--- src/rtl/reset_ctrl_pkg.sv ---
// Shared types for the reset sequencer: FSM states, reset-cause encoding and a small helper.
// The cause type is used only when RESET_CTRL_CAUSE_EN is defined.
package reset_ctrl_pkg;

    typedef enum logic [1:0] {
        StAssert  = 2'd0,
        StHold    = 2'd1,
        StRelease = 2'd2,
        StRun     = 2'd3
    } state_e;

    localparam int unsigned CauseW = 2;

    typedef enum logic [CauseW-1:0] {
        CausePor = 2'd0,
        CauseExt = 2'd1,
        CauseDbg = 2'd2,
        CauseSw  = 2'd3
    } cause_e;

    function automatic int unsigned max_u(input int unsigned a, input int unsigned b);
        return (a > b) ? a : b;
    endfunction

endpackage

--- src/rtl/reset_ctrl_timer.sv ---
// Loadable saturating down-counter with a zero flag; shared by the HOLD and RELEASE phases.
module reset_ctrl_timer #(
    parameter int unsigned Width = 4
) (
    input  logic             clk,
    input  logic             rst,
    input  logic             load_i,
    input  logic [Width-1:0] load_val_i,
    input  logic             dec_i,
    output logic             zero_o
);

    logic [Width-1:0] cnt_q, cnt_d;

    always_comb begin
        cnt_d = cnt_q;
        if (load_i) begin
            cnt_d = load_val_i;
        end else if (dec_i && (cnt_q != '0)) begin
            cnt_d = cnt_q - 1'b1;
        end
    end

    always_ff @(posedge clk) begin
        if (rst) begin
            cnt_q <= '0;
        end else begin
            cnt_q <= cnt_d;
        end
    end

    assign zero_o = (cnt_q == '0);

endmodule

--- src/rtl/reset_ctrl.sv ---
// Sequenced reset controller: holds all domains in reset, then releases them one by one.
// Define RESET_CTRL_CAUSE_EN to add the registered rst_cause output.
module reset_ctrl
    import reset_ctrl_pkg::*;
#(
    parameter int unsigned Domains    = 3,
    parameter int unsigned HoldCycles = 16,
    parameter int unsigned StageGap   = 4
) (
    input  logic               clk,
    input  logic               rst,
    input  logic               ext_rst_req,
    input  logic               ndmreset,
    input  logic               sw_rst_req,
    input  logic               havereset_ack,
    output logic [Domains-1:0] dom_rst_n,
    output logic               rst_done,
`ifdef RESET_CTRL_CAUSE_EN
    output logic [CauseW-1:0]  rst_cause,
`endif
    output logic               havereset
);

    localparam int unsigned CntW = $clog2(max_u(HoldCycles, StageGap) + 1);
    localparam int unsigned IdxW = (Domains > 1) ? $clog2(Domains) : 1;
    localparam logic [CntW-1:0] HoldLoad = CntW'(HoldCycles - 1);
    localparam logic [CntW-1:0] GapLoad  = CntW'(StageGap - 1);
    localparam logic [IdxW-1:0] LastIdx  = IdxW'(Domains - 1);

    state_e             state_q, state_d;
    logic [IdxW-1:0]    idx_q, idx_d;
    logic               sw_q, sw_d;
    logic [Domains-1:0] dom_q, dom_d;
    logic               done_q, done_d;
    logic               have_q, have_d;
    logic               tmr_load, tmr_dec, tmr_zero;
    logic [CntW-1:0]    tmr_val;
    logic               req_any;

    // A pulse landing in ASSERT is remembered so it counts in the first HOLD cycle.
    assign sw_d    = sw_rst_req & (state_q == StAssert);
    assign req_any = ext_rst_req | ndmreset | sw_rst_req | sw_q;

    always_ff @(posedge clk) begin
        if (rst) begin
            state_q <= StAssert;
            idx_q   <= '0;
            sw_q    <= 1'b0;
            dom_q   <= '0;
            done_q  <= 1'b0;
            have_q  <= 1'b1;
        end else begin
            state_q <= state_d;
            idx_q   <= idx_d;
            sw_q    <= sw_d;
            dom_q   <= dom_d;
            done_q  <= done_d;
            have_q  <= have_d;
        end
    end

    always_comb begin
        state_d  = state_q;
        idx_d    = idx_q;
        tmr_load = 1'b0;
        tmr_val  = HoldLoad;
        tmr_dec  = 1'b0;
        case (state_q)
            StAssert: begin
                state_d  = StHold;
                idx_d    = '0;
                tmr_load = 1'b1;
            end
            StHold: begin
                if (req_any) begin
                    tmr_load = 1'b1;
                end else if (tmr_zero) begin
                    state_d  = StRelease;
                    idx_d    = '0;
                    tmr_load = 1'b1;
                    tmr_val  = GapLoad;
                end else begin
                    tmr_dec = 1'b1;
                end
            end
            StRelease: begin
                // The last domain moves straight to RUN without a stage gap.
                if (req_any) begin
                    state_d = StAssert;
                end else if (idx_q == LastIdx) begin
                    state_d = StRun;
                end else if (tmr_zero) begin
                    idx_d    = idx_q + 1'b1;
                    tmr_load = 1'b1;
                    tmr_val  = GapLoad;
                end else begin
                    tmr_dec = 1'b1;
                end
            end
            StRun: begin
                if (req_any) begin
                    state_d = StAssert;
                end
            end
            default: state_d = StAssert;
        endcase
    end

    always_comb begin
        dom_d  = '0;
        done_d = 1'b0;
        have_d = have_q;
        case (state_d)
            StRelease: begin
                dom_d = dom_q;
                for (int i = 0; i < Domains; i++) begin
                    if (idx_d == IdxW'(i)) begin
                        dom_d[i] = 1'b1;
                    end
                end
            end
            StRun: begin
                dom_d  = '1;
                done_d = 1'b1;
            end
            default: ;
        endcase
        if (state_d == StAssert) begin
            have_d = 1'b1;
        end else if ((state_q == StRun) && havereset_ack) begin
            have_d = 1'b0;
        end
    end

    reset_ctrl_timer #(
        .Width(CntW)
    ) u_timer (
        .clk       (clk),
        .rst       (rst),
        .load_i    (tmr_load),
        .load_val_i(tmr_val),
        .dec_i     (tmr_dec),
        .zero_o    (tmr_zero)
    );

`ifdef RESET_CTRL_CAUSE_EN
    cause_e cause_q, cause_d;

    always_comb begin
        cause_d = cause_q;
        if ((state_d == StAssert) && (state_q != StAssert)) begin
            if (ext_rst_req) begin
                cause_d = CauseExt;
            end else if (ndmreset) begin
                cause_d = CauseDbg;
            end else begin
                cause_d = CauseSw;
            end
        end
    end

    always_ff @(posedge clk) begin
        if (rst) begin
            cause_q <= CausePor;
        end else begin
            cause_q <= cause_d;
        end
    end

    assign rst_cause = cause_q;
`endif

    assign dom_rst_n = dom_q;
    assign rst_done  = done_q;
    assign havereset = have_q;

endmodule

--- config.mk ---
export PLATFORM = sky130hd
export DESIGN_NAME = reset_ctrl
export DESIGN_NICKNAME = d
export VERILOG_FILES = /design/src/rtl/reset_ctrl_pkg.sv /design/src/rtl/reset_ctrl_timer.sv /design/src/rtl/reset_ctrl.sv
export SDC_FILE = /design/constraint.sdc
export NUM_CORES = 1
export LEC_CHECK = 0
export BUFFER_PORTS_ARGS = -buffer_cell sky130_fd_sc_hd__buf_2
export CAP_MARGIN = 20
export CORE_MARGIN = 1.5
export CORE_UTILIZATION = 55
export CTS_BUF_LIST = sky130_fd_sc_hd__clkbuf_8 sky130_fd_sc_hd__clkbuf_16
export DETAILED_ROUTE_END_ITERATION = 16
export PLACE_DENSITY = 0.85
export SLEW_MARGIN = 15
export SYNTH_ARGS = -nofsm -noshare
export SYNTH_HDL_FRONTEND = slang
export SYNTH_SLANG_ARGS = --single-unit
--- constraint.sdc ---
create_clock -name clk -period 2.5 [get_ports clk]
set_input_delay 0.25 -clock clk [delete_from_list [all_inputs] [get_ports clk]]
set_output_delay 0.25 -clock clk [all_outputs]
set_load 0.03 [all_outputs]
Word-level counts from Yosys, hierarchy flattened
Index checks and enable logic that the tools add are counted.

storage, ports and cells
  bits in registers = 15
  bits of input ports = 6
  output and inout bits = 5
  logic and storage cells = 69

cells by class
  $add $sub $neg = 2
  eq/ne operators = 11
  mux-type cells = 34
  bitwise logic cells = 4
  reduce and logical (&&, ||, !) cells = 9

operator list
  operator                                             count
  2-to-1 mux 2 bit                                     10
  2-to-1 mux 5 bit                                     4
  equality test 2 bit, second input constant           6
  2-to-1 mux 1 bit                                     12
  case mux 5 bit (2 select lines)                      1
  2-to-1 mux 4 bit                                     2
  case mux 2 bit (4 select lines)                      1
  zero test 2 bit                                      3
  inequality test 2 bit, second input constant         3
  case mux 2 bit (3 select lines)                      1
  case mux 3 bit (2 select lines)                      1
  zero test 5 bit                                      1
  nonzero test 5 bit                                   1
  subtractor 5 x 1 -> 5 bit, second input constant     1
  equality test 2 x 1 -> 1 bit, second input constant  2
  OR 1 bit                                             3
  case mux 1 bit (3 select lines)                      1
  adder 2 x 1 -> 2 bit, second input constant          1
  logical AND 1 bit                                    2
  case mux 1 bit (2 select lines)                      1
  nonzero test 2 bit                                   1
  OR reduction 2 bit                                   1
  AND 1 bit                                            1

Longest topological paths before layout
Gate-level depths: netlist of run 1.

  word-level depth = 8
  mapped depth = 10
  depth with buffers taken out = 10

Hierarchy
Synthesis of run 1 repeated with hierarchy kept, for this count alone.

second synthesis, totals
  cells, all modules = 111
  area, all modules = 960.9 um^2

by module, submodules not included
  module            times used  cells each  area each (um^2)  sequential area each (um^2)
  reset_ctrl        1           74          634.4             200.2
  reset_ctrl_timer  1           37          326.6             100.1

Worst setup path before layout of run 1
Ideal clock, no wire load.

  path type = flip-flop to flip-flop
  from = register u_timer.cnt_q[0]
  to = register dom_q[1] (netlist: dom_rst_n[1])
  setup time = 0.074 ns
  data arrival time = 2.189 ns
  required time = 2.426 ns
  path slack = 0.237 ns
  cell stages (with the launch flop) = 11
  buffers on the path = 0
  period minus slack after synthesis = 2.263 ns
  cell sequence = dfxtp_1 inv_1 ha_1 nor4b_2 inv_2 ha_1 or3b_2 a211oi_1 a211oi_1 nand2b_1 o21ai_0

between the ends
  cells in the longest elaborated chain, start to end = 7
  elaborated cells between the ends (all ways) = 15
  those cells by class = 4 x eq/ne; 10 x mux; 1 x reduce/logical

ends and longest elaborated chain
  what                             line                    source
  from (decl)                      reset_ctrl_timer.sv:13  logic [Width-1:0] cnt_q, cnt_d;
  from (signal assigned)           reset_ctrl_timer.sv:28  cnt_q <= cnt_d;
  zero test 5 bit *                reset_ctrl_timer.sv:32  assign zero_o = (cnt_q == '0);
  2-to-1 mux 2 bit                 reset_ctrl.sv:92        end else if (tmr_zero) begin
  2-to-1 mux 2 bit                 reset_ctrl.sv:90        end else if (idx_q == LastIdx) begin
  2-to-1 mux 2 bit                 reset_ctrl.sv:88        if (req_any) begin
  case mux 2 bit (3 select lines)  reset_ctrl.sv:68        case (state_q)
  equality test 2 x 1 -> 1 bit     reset_ctrl.sv:117       if (idx_d == IdxW'(i)) begin
  inequality test 2 bit (no line)  n/a
  to (signal assigned)             reset_ctrl.sv:56        dom_q <= dom_d;
  to (decl)                        reset_ctrl.sv:33        logic [Domains-1:0] dom_q, dom_d;

Every way passes the cells marked *; elsewhere a longest branch is shown, timed or not.
A chain may end at the register's enable or synchronous reset.

Worst setup path in the final report of run 1
Ends and elaborated chain as after synthesis.

==> metrics.yaml, run 1 <==
floorplan:
  io_pins: 11
  die_x_um: 43.8
  dieArea_um2: 1920
  core_area_um2: 1520
  core.rowCount: 14
  die_height_um: 43.8
  initial_core_util_pct: 60.1
clock_network:
  clockBufferDepth: 2
  insertion_delay_ns: 0.25
  hold_buffers: 0
  cts_tree: "built"
  clk_pin_slew_worst_paths_ns: 0.06
  postCtsSetupRepairBufs: 0
  cts_sinks: 15
  clockRootBuffer: "clkbuf_8"
  htree_levels: 1
  cts_inserted_buffers: 3
  cts_resized: 0
setup_path:
  arrival_ns: 2.55
  reg2reg_setup_slack_ns: 0.13
  reg2reg_depth: 10
  worstPathMaxFanout: 5
  critPathKind: "reg2reg"
  cp-end-kind: "flip-flop"
  rr_startpoint: "u_timer.cnt_q[0]"
  r2r_end: "dom_rst_n[1]"
  setup.worst_path.start_class: "flip-flop"
  worstPathRequired_ns: 2.68
placed_design:
  place_inst: 126
  post-dp-hpwl_um: 1310
  post-place-ws_ns: 0.120
  portBuffers: 10
  gp_congestion: 0.801
routing:
  wl_per_cell_um: 14.3
  drt_iter0_drc: 28
  wirelength_um: 1860
  drc: 0
  dr.pass1.iters: 4
  route.vias.total: 779
  ant_nets: 0
  drt-vias-per-instance: 5.99
synthesis:
  yosysTopAreaCell: "dfxtp_1"
  synthArstFlopShare_pct: 0
  yosysWarnings: 0
  synth.distinct_cells: 39
  synth_top_area_share_pct: 32.8
  synth_seq_cells: 15
  netlist_area_um2: 916
  yosysSeqAreaShare_pct: 32.8
  syn_inst: 100
  synthFlopType: "dfxtp_1"
  synth_edf_count: 0
  synth_area_leaders: "dfxtp_1, ha_1, a21oi_1"
  avgSynthCellArea_um2: 9.16
  synth_fp_nets: 115
grt:
  met3_usage_pct: 3.75
  globalRouteMet2Util_pct: 30.0
  grt_overflow: 0
  use_met1_pct: 29.7
  grt_use_total_pct: 20.7
  grt_pass1_wl_um: 2970
  grt_pass1_vias: 693
  grt.busiest_layer: "met2"
  grt_max_degree: 11
  antenna_found_initial: 0
timing:
  setup_tns_ns: 0
  fin_crit_ns: 2.37
  fmax_ghz: 0.421
  worstMarginPinSlew_ns: 0.591
  slew_headroom_pct: 60.3
  rsz0062_at_grt: "no"
  worst_clock_skew_ns: 0.00363
  maxSlewViolCount: 0
  hold_viol_final: 0
  whs_ns: 0.259
  setup_viol: 0
  period_share_pct: 94.9
  setup_ws_ns: 0.126
worst_hold_path:
  hold_path.class: "in2reg"
  min_to: "sw_q"
  min_from: "sw_rst_req"
  holdPathStages: 3
layout:
  final_cells: 130
  drive_gt1_share_pct: 22.8
  syn2layout_area_growth_pct: 14.1
  fin_nets: 130
  n_antenna_cell: 0
run:
  max-cap-violations: 0
power_and_ir_drop:
  totalPowerFinal_mw: 0.516
  power_density_nw_per_um2: 494
  ir_worst_vdd_uv: 327
  p_leak_nw: 0.430
status:
  status: "complete, no violations"
[synthesized netlist by cell type (all sizes together), types with 2 or more instances]
cell and instances:
o21ai 10, a21o 2, dfxtp 15, nor3 2
inv 10, xnor2 3, nor4 3, o2111ai 3
ha 9, a211oi 2, a21oi 8, nor4b 2
nor2 7, nand2 6
[cell type report]
| cell class | instances | area, um^2 |
|---|---|---|
| clock buffers | 3 | 41.3 |
| inverters | 10 | 37.5 |
| clock inverters | 1 | 5.00 |
| well taps | 16 | 20.0 |
| multi-input cells | 74 | 583 |
| fillers | 118 | 479 |
| repair buffers | 11 | 57.6 |
| flip-flops and latches | 15 | 300 |
[power breakdown]
group	switching, mW	internal [mW]	total, mW
registers	0.0107	0.247	0.257
clock network	0.0855	0.110	0.196
logic	0.0367	0.0257	0.0624
[worst max-delay path: stages (launching register included)]
cell and delay [ns]:
dfxtp_1 0.32, inv_1 0.11, ha_1 0.16, nor4b_4 0.23
inv_2 0.12, ha_1 0.28, or3b_2 0.43, a211oi_1 0.23
a211oi_1 0.11, nand2b_1 0.17, o21ai_0 0.14
[state kept, by name (all words and copies together), names as in the netlist]
name           flops
dom_rst_n          3
sw_q               1
rst_done           1
u_timer.cnt_q      5
idx_q              2
havereset          1
state_q            2
[worst max path at each step]
stage                     startpoint           end  slack, ns  depth (start not counted)
finish              u_timer.cnt_q[0]  dom_rst_n[1]       0.13                         10
floorplan           u_timer.cnt_q[0]  dom_rst_n[1]       0.24                         10
CTS                 u_timer.cnt_q[0]  dom_rst_n[1]        0.1                         10
global placement    u_timer.cnt_q[0]  dom_rst_n[1]       0.24                         10
detailed placement  u_timer.cnt_q[0]  dom_rst_n[1]       0.12                         10
global route        u_timer.cnt_q[0]  dom_rst_n[1]      0.006                         10
[logic make-up (layout without fill, tap and decap cells)]
logic type / count (synthesis) / count (layout) / synth area share, %
flops: 15 / 15 / 32.8
mux: 1 / 1 / 1.09
compound gates: 33 / 33 / 25.8
xor+xnor: 4 / 4 / 3.83
fa+ha+maj: 9 / 9 / 12.3
buf+inv: 11 / 25 / 4.51
simple gates: 27 / 27 / 19.7
[stage by stage]
step	utilization (%)	cell area, um^2
after floorplan	-	916
after global placement	64.9	990
after detailed placement	64.9	990
after CTS	68.0	1040
after global routing	68.6	1040
final	68.6	1040
[routing by layer]
layer	wire length (um)	share of wire [%]
met5	0	0
met4	24	1.3
met3	86	4.6
met2	786	42
met1	957	52
[placed cells by master (no fill, tap or decap), types with 2 or more instances in the layout]
| cell type | netlist | routed |
|---|---|---|
| dfxtp_1 | 15 | 15 |
| buf_2 | 0 | 10 |
| inv_1 | 9 | 9 |
| ha_1 | 9 | 9 |
| a21oi_1 | 8 | 8 |
| nor2_1 | 7 | 7 |
| o21ai_0 | 7 | 7 |
| nand2_1 | 6 | 6 |
| xnor2_1 | 3 | 3 |
| clkbuf_8 | 0 | 3 |
| o2111ai_1 | 2 | 2 |
| nor3_1 | 2 | 2 |
| a211oi_1 | 2 | 2 |
| o21ai_1 | 2 | 2 |
| nor4_2 | 2 | 2 |
(Power assumes the default switching activity.)
==> run 2, diff against run 1 <==
--- a/config.mk
+++ b/config.mk
@@ -8,4 +8,5 @@
 export BUFFER_PORTS_ARGS = -buffer_cell sky130_fd_sc_hd__buf_2
 export CAP_MARGIN = 20
+export CORE_ASPECT_RATIO = 0.9
 export CORE_MARGIN = 1.5
 export CORE_UTILIZATION = 55
==> constraint.sdc (replaced) <==
create_clock -name clk -period 2.5 [get_ports clk]
set_input_delay 0.5 -clock clk [delete_from_list [all_inputs] [get_ports clk]]
set_output_delay 0.5 -clock clk [all_outputs]
set_load 0.03 [all_outputs]
==> run 2 against run 1 <==
Compared with the run above: hold slack better by 0.19 ns; final area up 1.3%; global-route usage up 1.5 points.
==> metrics.yaml, run 2 (synthesis results as in run 1) <==
layout:
  most-common-layout-cells: "dfxtp_1, inv_1, buf_2"  # was dfxtp_1, buf_2, inv_1, ha_1, a21oi_1
  regMostFlops: "u_timer.cnt_q"  # unchanged
  drive_gt1_share_pct: 22.6  # was 22.8%
  syn2layout_area_growth_pct: 15.6  # was 14.1%
  largest_reg_flops: 5  # unchanged
  n_antenna_cell: 0  # unchanged
  final_common_cell: "dfxtp_1"  # unchanged
  fin_nets: 131  # was 130
placed_design:
  post-place-ws_ns: 0.0762  # was 0.120 ns
  post-dp-hpwl_um: 1500  # was 1310 um
  portBuffers: 10  # unchanged
  gp_congestion: 0.868  # was 0.801
grt:
  grt_use_total_pct: 22.2  # was 20.7%
  grt_max_degree: 11  # unchanged
  antenna_found_initial: 0  # unchanged
  grt_overflow: 0  # unchanged
  grt_pass1_wl_um: 3150  # was 2970 um
  grt_pass1_vias: 691  # was 693
floorplan:
  core_area_um2: 1500  # was 1520 um^2
  die_x_um: 46.0  # was 43.8 um
  die_height_um: 41.7  # was 43.8 um
  dieArea_um2: 1920  # about the same
  core.rowCount: 13  # was 14
  initial_core_util_pct: 61.2  # was 60.1%
  io_pins: 11  # unchanged
clock_network:
  hold_buffers: 0  # unchanged
  htree_levels: 1  # unchanged
  cts_sinks: 15  # unchanged
  cts_tree: "built"  # unchanged
  clk_pin_slew_worst_paths_ns: 0.06  # about the same
  clockBufferDepth: 2  # unchanged
  cts_inserted_buffers: 3  # unchanged
  insertion_delay_ns: 0.25  # about the same
  clockRootBuffer: "clkbuf_8"  # unchanged
worst_hold_path:
  hold_path.class: "reg2reg"  # was in2reg
routing:
  drt_iter0_drc: 26  # was 28
  ant_nets: 0  # unchanged
  wl_per_cell_um: 14.5  # was 14.3 um
  dr.pass1.iters: 4  # unchanged
  route.vias.total: 794  # was 779
  wirelength_um: 1990  # was 1860 um
  drc: 0  # unchanged
  drt-vias-per-instance: 5.80  # was 5.99
setup_path:
  critPathKind: "reg2reg"  # unchanged
  crit_chain: "inv_1, ha_1, nor4b_4, inv_2, ha_1, or3b_2, a211oi_1, a211oi_1, nand2b_1, o21ai_1"  # was inv_1, ha_1, nor4b_4, inv_2, ha_1, or3b_2, a211oi_1, a211oi_1, nand2b_1, o21ai_0
  cp-end-kind: "flip-flop"  # unchanged
  worstPathRequired_ns: 2.67  # was 2.68 ns
  setup.worst_path.start_class: "flip-flop"  # unchanged
  critPathMaxStageDelay_ns: 0.44  # was 0.43 ns
  reg2reg_setup_slack_ns: 0.12  # was 0.13 ns
  worstPathMaxFanout: 5  # unchanged
  arrival_ns: 2.54  # was 2.55 ns
  crit_path_top_delay_cell: "or3b_2"  # unchanged
power_and_ir_drop:
  power_density_nw_per_um2: 483  # was 494 nW/um^2
  ir_worst_vdd_uv: 364  # was 327 uV
  pwr-share-seq_pct: 50.3  # was 49.9%
  p_sw_mw: 0.129  # was 0.133 mW
  power_frac_clock_pct: 36.9  # was 38.0%
  pwr-share-comb_pct: 12.8  # was 12.1%
  p_int_mw: 0.382  # was 0.383 mW
  swShare_pct: 25.3  # was 25.8%
  p_leak_nw: 0.437  # was 0.430 nW
timing:
  period_share_pct: 95.0  # was 94.9%
  whs_ns: 0.445  # was 0.259 ns
  worstMarginPinSlew_ns: 0.614  # was 0.591 ns
  setup_ws_ns: 0.124  # was 0.126 ns
  maxSlewViolCount: 0  # unchanged
  setup_viol: 0  # unchanged
  fin_crit_ns: 2.38  # was 2.37 ns
  fmax_ghz: 0.421  # about the same
  slew_headroom_pct: 58.8  # was 60.3%
  worst_clock_skew_ns: 0.00529  # was 0.00363 ns
  hold_viol_final: 0  # unchanged
status:
  status: "complete, no violations"  # unchanged
run:
  max-cap-violations: 0  # unchanged
-- run 2: power by group through the flow --
stage / clock network [mW] / logic [mW] / registers, mW
4_1_cts: 0.195 / 0.0617 / 0.256
6_report: 0.189 / 0.0653 / 0.257
3_3_place_gp: 0 / 0.0585 / 0.261
5_1_grt: 0.207 / 0.0715 / 0.258
2_1_floorplan: 0 / 0.0435 / 0.260
3_5_place_dp: 0 / 0.0613 / 0.262
-- run 2: per-layer routing --
layer	vias to the layer above	share of wire (%)	global-route usage, %
li1	390	-	-
met3	4	3.6	5.22
met4	0	0.70	5.14
met1	369	47	30.6
met2	31	48	34.4
met5	-	0	0
-- run 2: per-stage QoR --
step / utilization [%] / instance area, um^2 / std cells / total power, mW / TNS, ns
after detailed placement: 66.6 / 997 / 132 / 0.323 / 0
after CTS: 69.6 / 1040 / 136 / 0.513 / 0
after global placement: 66.6 / 997 / 132 / 0.319 / 0
after global routing: 70.7 / 1060 / 137 / 0.537 / -0.00575
final: 70.7 / 1060 / 137 / 0.512 / 0
after floorplan: - / 916 / 100 / 0.303 / 0
-- run 2: cell type report --
cell class | count | area, um^2
Inverter | 10 | 37.5
Sequential cell | 15 | 300
Tap cell | 22 | 27.5
Clock inverter | 1 | 3.75
Fill cell | 128 | 438
Multi-Input combinational cell | 74 | 583
Clock buffer | 3 | 41.3
Timing Repair Buffer | 12 | 65.1
-- run 2: final timing paths --
kind               startpoint            to  depth (start not counted)
max          u_timer.cnt_q[0]  dom_rst_n[1]                         10
min                 havereset     havereset                          2
max reg2reg  u_timer.cnt_q[0]  dom_rst_n[1]                         10
min reg2reg         havereset     havereset                          2
-- run 2: repair_timing --
| item | in CTS | in global routing |
|---|---|---|
| endpoints found under the setup margin | 0 | 1 |
| resized for setup | 0 | 2 |
| hold endpoints to repair | 0 | 0 |
| setup buffers | 0 | 1 |
-- run 2: critical path, delay by kind of cell, from the launching register on --
family,cells,cell delay [ns]
AO/OA/AOI/OAI,3,0.46
flip-flops,1,0.31
AND/OR/NAND/NOR,3,0.85
buffers and inverters,2,0.23
adder cells (fa/ha/maj),2,0.45
==> run 3, diff against run 2 <==
- CORE_UTILIZATION: 55 -> 56
- PLACE_DENSITY: 0.85 -> 0.86
- SYNTH_HIERARCHICAL: unset -> 1
==> run 3 against run 2 <==
Compared with the run above: setup slack got worse by 0.075 ns; hold slack improved by 0.0098 ns; via count increased by 12%; fmax decreased by 3.0%; synthesized cell count increased by 11%; clock skew decreased by 0.0044 ns; synthesized area increased by 4.9%; sequential power increased by 3%; non-clock buffer count increased by 7; die area increased by 2.8%; combinational power increased by 130%; critical endpoint is now dom_rst_n[2]; highest routed layer unchanged.
==> metrics.yaml, run 3 <==
status:
  status: "complete, no violations"  # unchanged
power_and_ir_drop:
  pwr-share-comb_pct: 24.2  # was 12.8%
  power_frac_clock_pct: 32.2  # was 36.9%
  pwr-share-seq_pct: 43.6  # was 50.3%
  ir_worst_vdd_uv: 407  # was 364 uV
  p_int_mw: 0.430  # was 0.382 mW
  p_leak_nw: 0.490  # was 0.437 nW
  p_sw_mw: 0.180  # was 0.129 mW
  swShare_pct: 29.5  # was 25.3%
  power_density_nw_per_um2: 517  # was 483 nW/um^2
setup_path:
  cp_num_buf_inv: 3  # was 2
  rr_startpoint: "u_timer/cnt_q[0]"  # was u_timer.cnt_q[0]
  worstPathRequired_ns: 2.64  # was 2.67 ns
  arrival_ns: 2.59  # was 2.54 ns
  worstPathMaxFanout: 2  # was 5
  cp-end-kind: "flip-flop"  # unchanged
  setup.worst_path.start_class: "flip-flop"  # unchanged
  crit_chain: "inv_2, ha_4, or4b_4, inv_4, inv_2, ha_4, or3b_4, a211oi_2, a21o_1, a21oi_1, o31a_1"  # was inv_1, ha_1, nor4b_4, inv_2, ha_1, or3b_2, a211oi_1, a211oi_1, nand2b_1, o21ai_1
  r2r_end: "dom_rst_n[2]"  # was dom_rst_n[1]
  reg2reg_depth: 11  # was 10
  reg2reg_setup_slack_ns: 0.05  # was 0.12 ns
  crit_path_top_delay_cell: "or4b_4"  # was or3b_2
  critPathTopFamily: "simple AND/OR/NAND/NOR gates"  # unchanged
  critPathKind: "reg2reg"  # unchanged
  critPathMaxStageDelay_ns: 0.49  # was 0.44 ns
synthesis:
  netlist_area_um2: 961  # was 916 um^2
  synth.distinct_cells: 39  # unchanged
  synthAdderAreaFrac_pct: 10.4  # was 12.3%
  synthArstFlopShare_pct: 0  # unchanged
  synth_edf_count: 0  # unchanged
  synth-simple-area-share_pct: 24.6  # was 19.7%
  yosys.area_share.xor_xnor_pct: 0  # was 3.83%
  avgSynthCellArea_um2: 8.66  # was 9.16 um^2
  yosysMostFrequentCell: "dfxtp_1"  # unchanged
  synth_area_leaders: "dfxtp_1, ha_1, a21oi_1"  # unchanged
  yosysTopAreaCell: "dfxtp_1"  # unchanged
  synth_compound_area_share_pct: 27.3  # was 25.8%
  yosysSeqAreaShare_pct: 31.3  # was 32.8%
  synth_common_cells: "dfxtp_1, nor2_1, a21oi_1, inv_1, nand2_1"  # was dfxtp_1, ha_1, inv_1
  synthFlopType: "dfxtp_1"  # unchanged
  synth_top_area_share_pct: 31.3  # was 32.8%
  synth_seq_cells: 15  # unchanged
  yosysWarnings: 6  # was 0
  muxShareOfSynthArea_pct: 0  # was 1.09%
  synth_top_family_by_area: "compound AO/OA/AOI/OAI gates"  # unchanged
  syn_inst: 111  # was 100
floorplan:
  die_height_um: 42.3  # was 41.7 um
  initial_core_util_pct: 58.4  # was 61.2%
  dieArea_um2: 1970  # was 1920 um^2
  core_area_um2: 1650  # was 1500 um^2
  die_x_um: 46.7  # was 46.0 um
  io_pins: 11  # unchanged
  core.rowCount: 14  # was 13
routing:
  drt_iter0_drc: 21  # was 26
  wl_met3_um: 104  # was 71 um
  met1Wirelength_um: 970  # was 937 um
  route.vias.total: 891  # was 794
  drc: 0  # unchanged
  wl_met2_um: 1000  # was 962 um
  wirelength_um: 2100  # was 1990 um
  drt-vias-per-instance: 5.71  # was 5.80
  ant_nets: 0  # unchanged
  top_layer: "met4"  # unchanged
  dr.pass1.iters: 4  # unchanged
  wl_per_cell_um: 13.5  # was 14.5 um
worst_hold_path:
  min_from: "havereset"  # unchanged
  min_to: "havereset"  # unchanged
  holdPathStages: 2  # unchanged
  hold_path.class: "reg2reg"  # unchanged
grt:
  grt_overflow: 0  # unchanged
  grt_max_degree: 13  # was 11
  grt_pass1_vias: 827  # was 691
  grt_pass1_wl_um: 3480  # was 3150 um
  grt_use_total_pct: 24.2  # was 22.2%
  antenna_found_initial: 0  # unchanged
timing:
  hold_viol_final: 0  # unchanged
  rsz0062_at_grt: "yes"
  setup_viol: 0  # unchanged
  worst_clock_skew_ns: 0.000925  # was 0.00529 ns
  fin_crit_ns: 2.45  # was 2.38 ns
  fmax_ghz: 0.408  # was 0.421 GHz
  setup_tns_ns: 0  # unchanged
  maxSlewViolCount: 0  # unchanged
  period_share_pct: 98.0  # was 95.0%
layout:
  seq_area_um2: 302  # was 300 um^2
  regMostFlops: "u_timer/cnt_q"  # was u_timer.cnt_q
  fin_nets: 147  # was 131
  largest_reg_flops: 5  # unchanged
  fin_area_um2: 1180  # was 1060 um^2
  fill_cells: 145  # was 128
  multi_input_area_um2: 647  # was 583 um^2
  n_antenna_cell: 0  # unchanged
  syn2layout_area_growth_pct: 22.7  # was 15.6%
  drive_gt1_share_pct: 29.5  # was 22.6%
  final_util_pct: 71.6  # was 70.7%
  most-common-layout-cells: "dfxtp_1, nor2_1, buf_2"  # was dfxtp_1, inv_1, buf_2
  final_common_cell: "dfxtp_1"  # unchanged
clock_network:
  htree_levels: 1  # unchanged
  cts_tree: "built"  # unchanged
  insertion_delay_ns: 0.25  # about the same
  clk_pin_slew_worst_paths_ns: 0.06  # about the same
  hold_buffers: 0  # unchanged
  clockRootBuffer: "clkbuf_8"  # unchanged
  cts_sinks: 15  # unchanged
  cts_inserted_buffers: 3  # unchanged
  clockBufferDepth: 2  # unchanged
placed_design:
  dpl_cell_area_um2: 1110  # was 997 um^2
  gp_congestion: 0.785  # was 0.868
  post-dp-hpwl_um: 1480  # was 1500 um
  portBuffers: 10  # unchanged
run:
  max-cap-violations: 0  # unchanged
-- run 3: cell types whose count changed after synthesis, sizes merged, moves of 4 or more --
cell / change
a311oi: +5
nor2: +5
o21ai: -5
nor2b: +4
-- run 3: routing by layer --
layer,vias up,track usage (%)
met5,-,0
met4,0,8.33
met3,4,3.88
met2,24,38.9
met1,425,32.3
li1,438,-
-- run 3: how the worst max path moves through the flow --
stage	from	end	cells past startpoint
after floorplan	u_timer/cnt_q[1]	dom_rst_n[2]	12
after global placement	u_timer/cnt_q[1]	dom_rst_n[0]	11
after detailed placement	u_timer/cnt_q[1]	dom_rst_n[0]	11
after CTS	u_timer/cnt_q[0]	dom_rst_n[0]	11
after global routing	u_timer/cnt_q[0]	dom_rst_n[2]	11
final	u_timer/cnt_q[0]	dom_rst_n[2]	11
-- run 3: worst register-to-register path, delay by kind of cell (launching register included) --
kind | cells | cell delay (ns)
buffers and inverters | 3 | 0.20
flip-flops | 1 | 0.32
adder cells (fa/ha/maj) | 2 | 0.34
AND/OR/NAND/NOR | 2 | 0.86
AO/OA/AOI/OAI | 4 | 0.63
-- run 3: timing repair --
item                       in CTS  in global routing
pin swaps                       2                  1
resized for setup               0                  0
gates cloned                    0                  0
setup endpoints to repair       1                  2
setup buffers                   2                  1
-- run 3: stage by stage --
stage          hold WS (ns)  total power, mW  setup slack [ns]  instances
2_1_floorplan         0.478            0.364           0.00941        112
3_3_place_gp          0.430            0.400            0.0626        149
3_5_place_dp          0.437            0.406           0.00837        149
4_1_cts               0.454            0.612           0.00858        155
5_1_grt               0.520            0.644           -0.0394        156
6_report              0.455            0.609            0.0498        156
-- run 3: logic make-up after synthesis --
| kind of cell | count (synthesis) |
|---|---|
| flip-flops | 15 |
| other | 2 |
| adder cells (fa/ha/maj) | 8 |
| AO/OA/AOI/OAI | 32 |
| AND/OR/NAND/NOR | 42 |
| buffers and inverters | 12 |
-- run 3: cell type report --
class / count / share of cell area (%)
Sequential cell: 15 / 25.6
Clock buffer: 3 / 3.50
Multi-Input combinational cell: 85 / 54.9
Clock inverter: 1 / 0.425
Inverter: 9 / 3.08
Tap cell: 24 / 2.55
Timing Repair Buffer: 19 / 9.98
-- run 3: power by group through the flow --
stage / Sequential, mW / Combinational (mW) / Clock [mW]
floorplan: 0.267 / 0.0976 / 0
global placement: 0.269 / 0.131 / 0
detailed placement: 0.270 / 0.136 / 0
CTS: 0.265 / 0.145 / 0.202
global route: 0.267 / 0.162 / 0.215
finish: 0.265 / 0.148 / 0.196
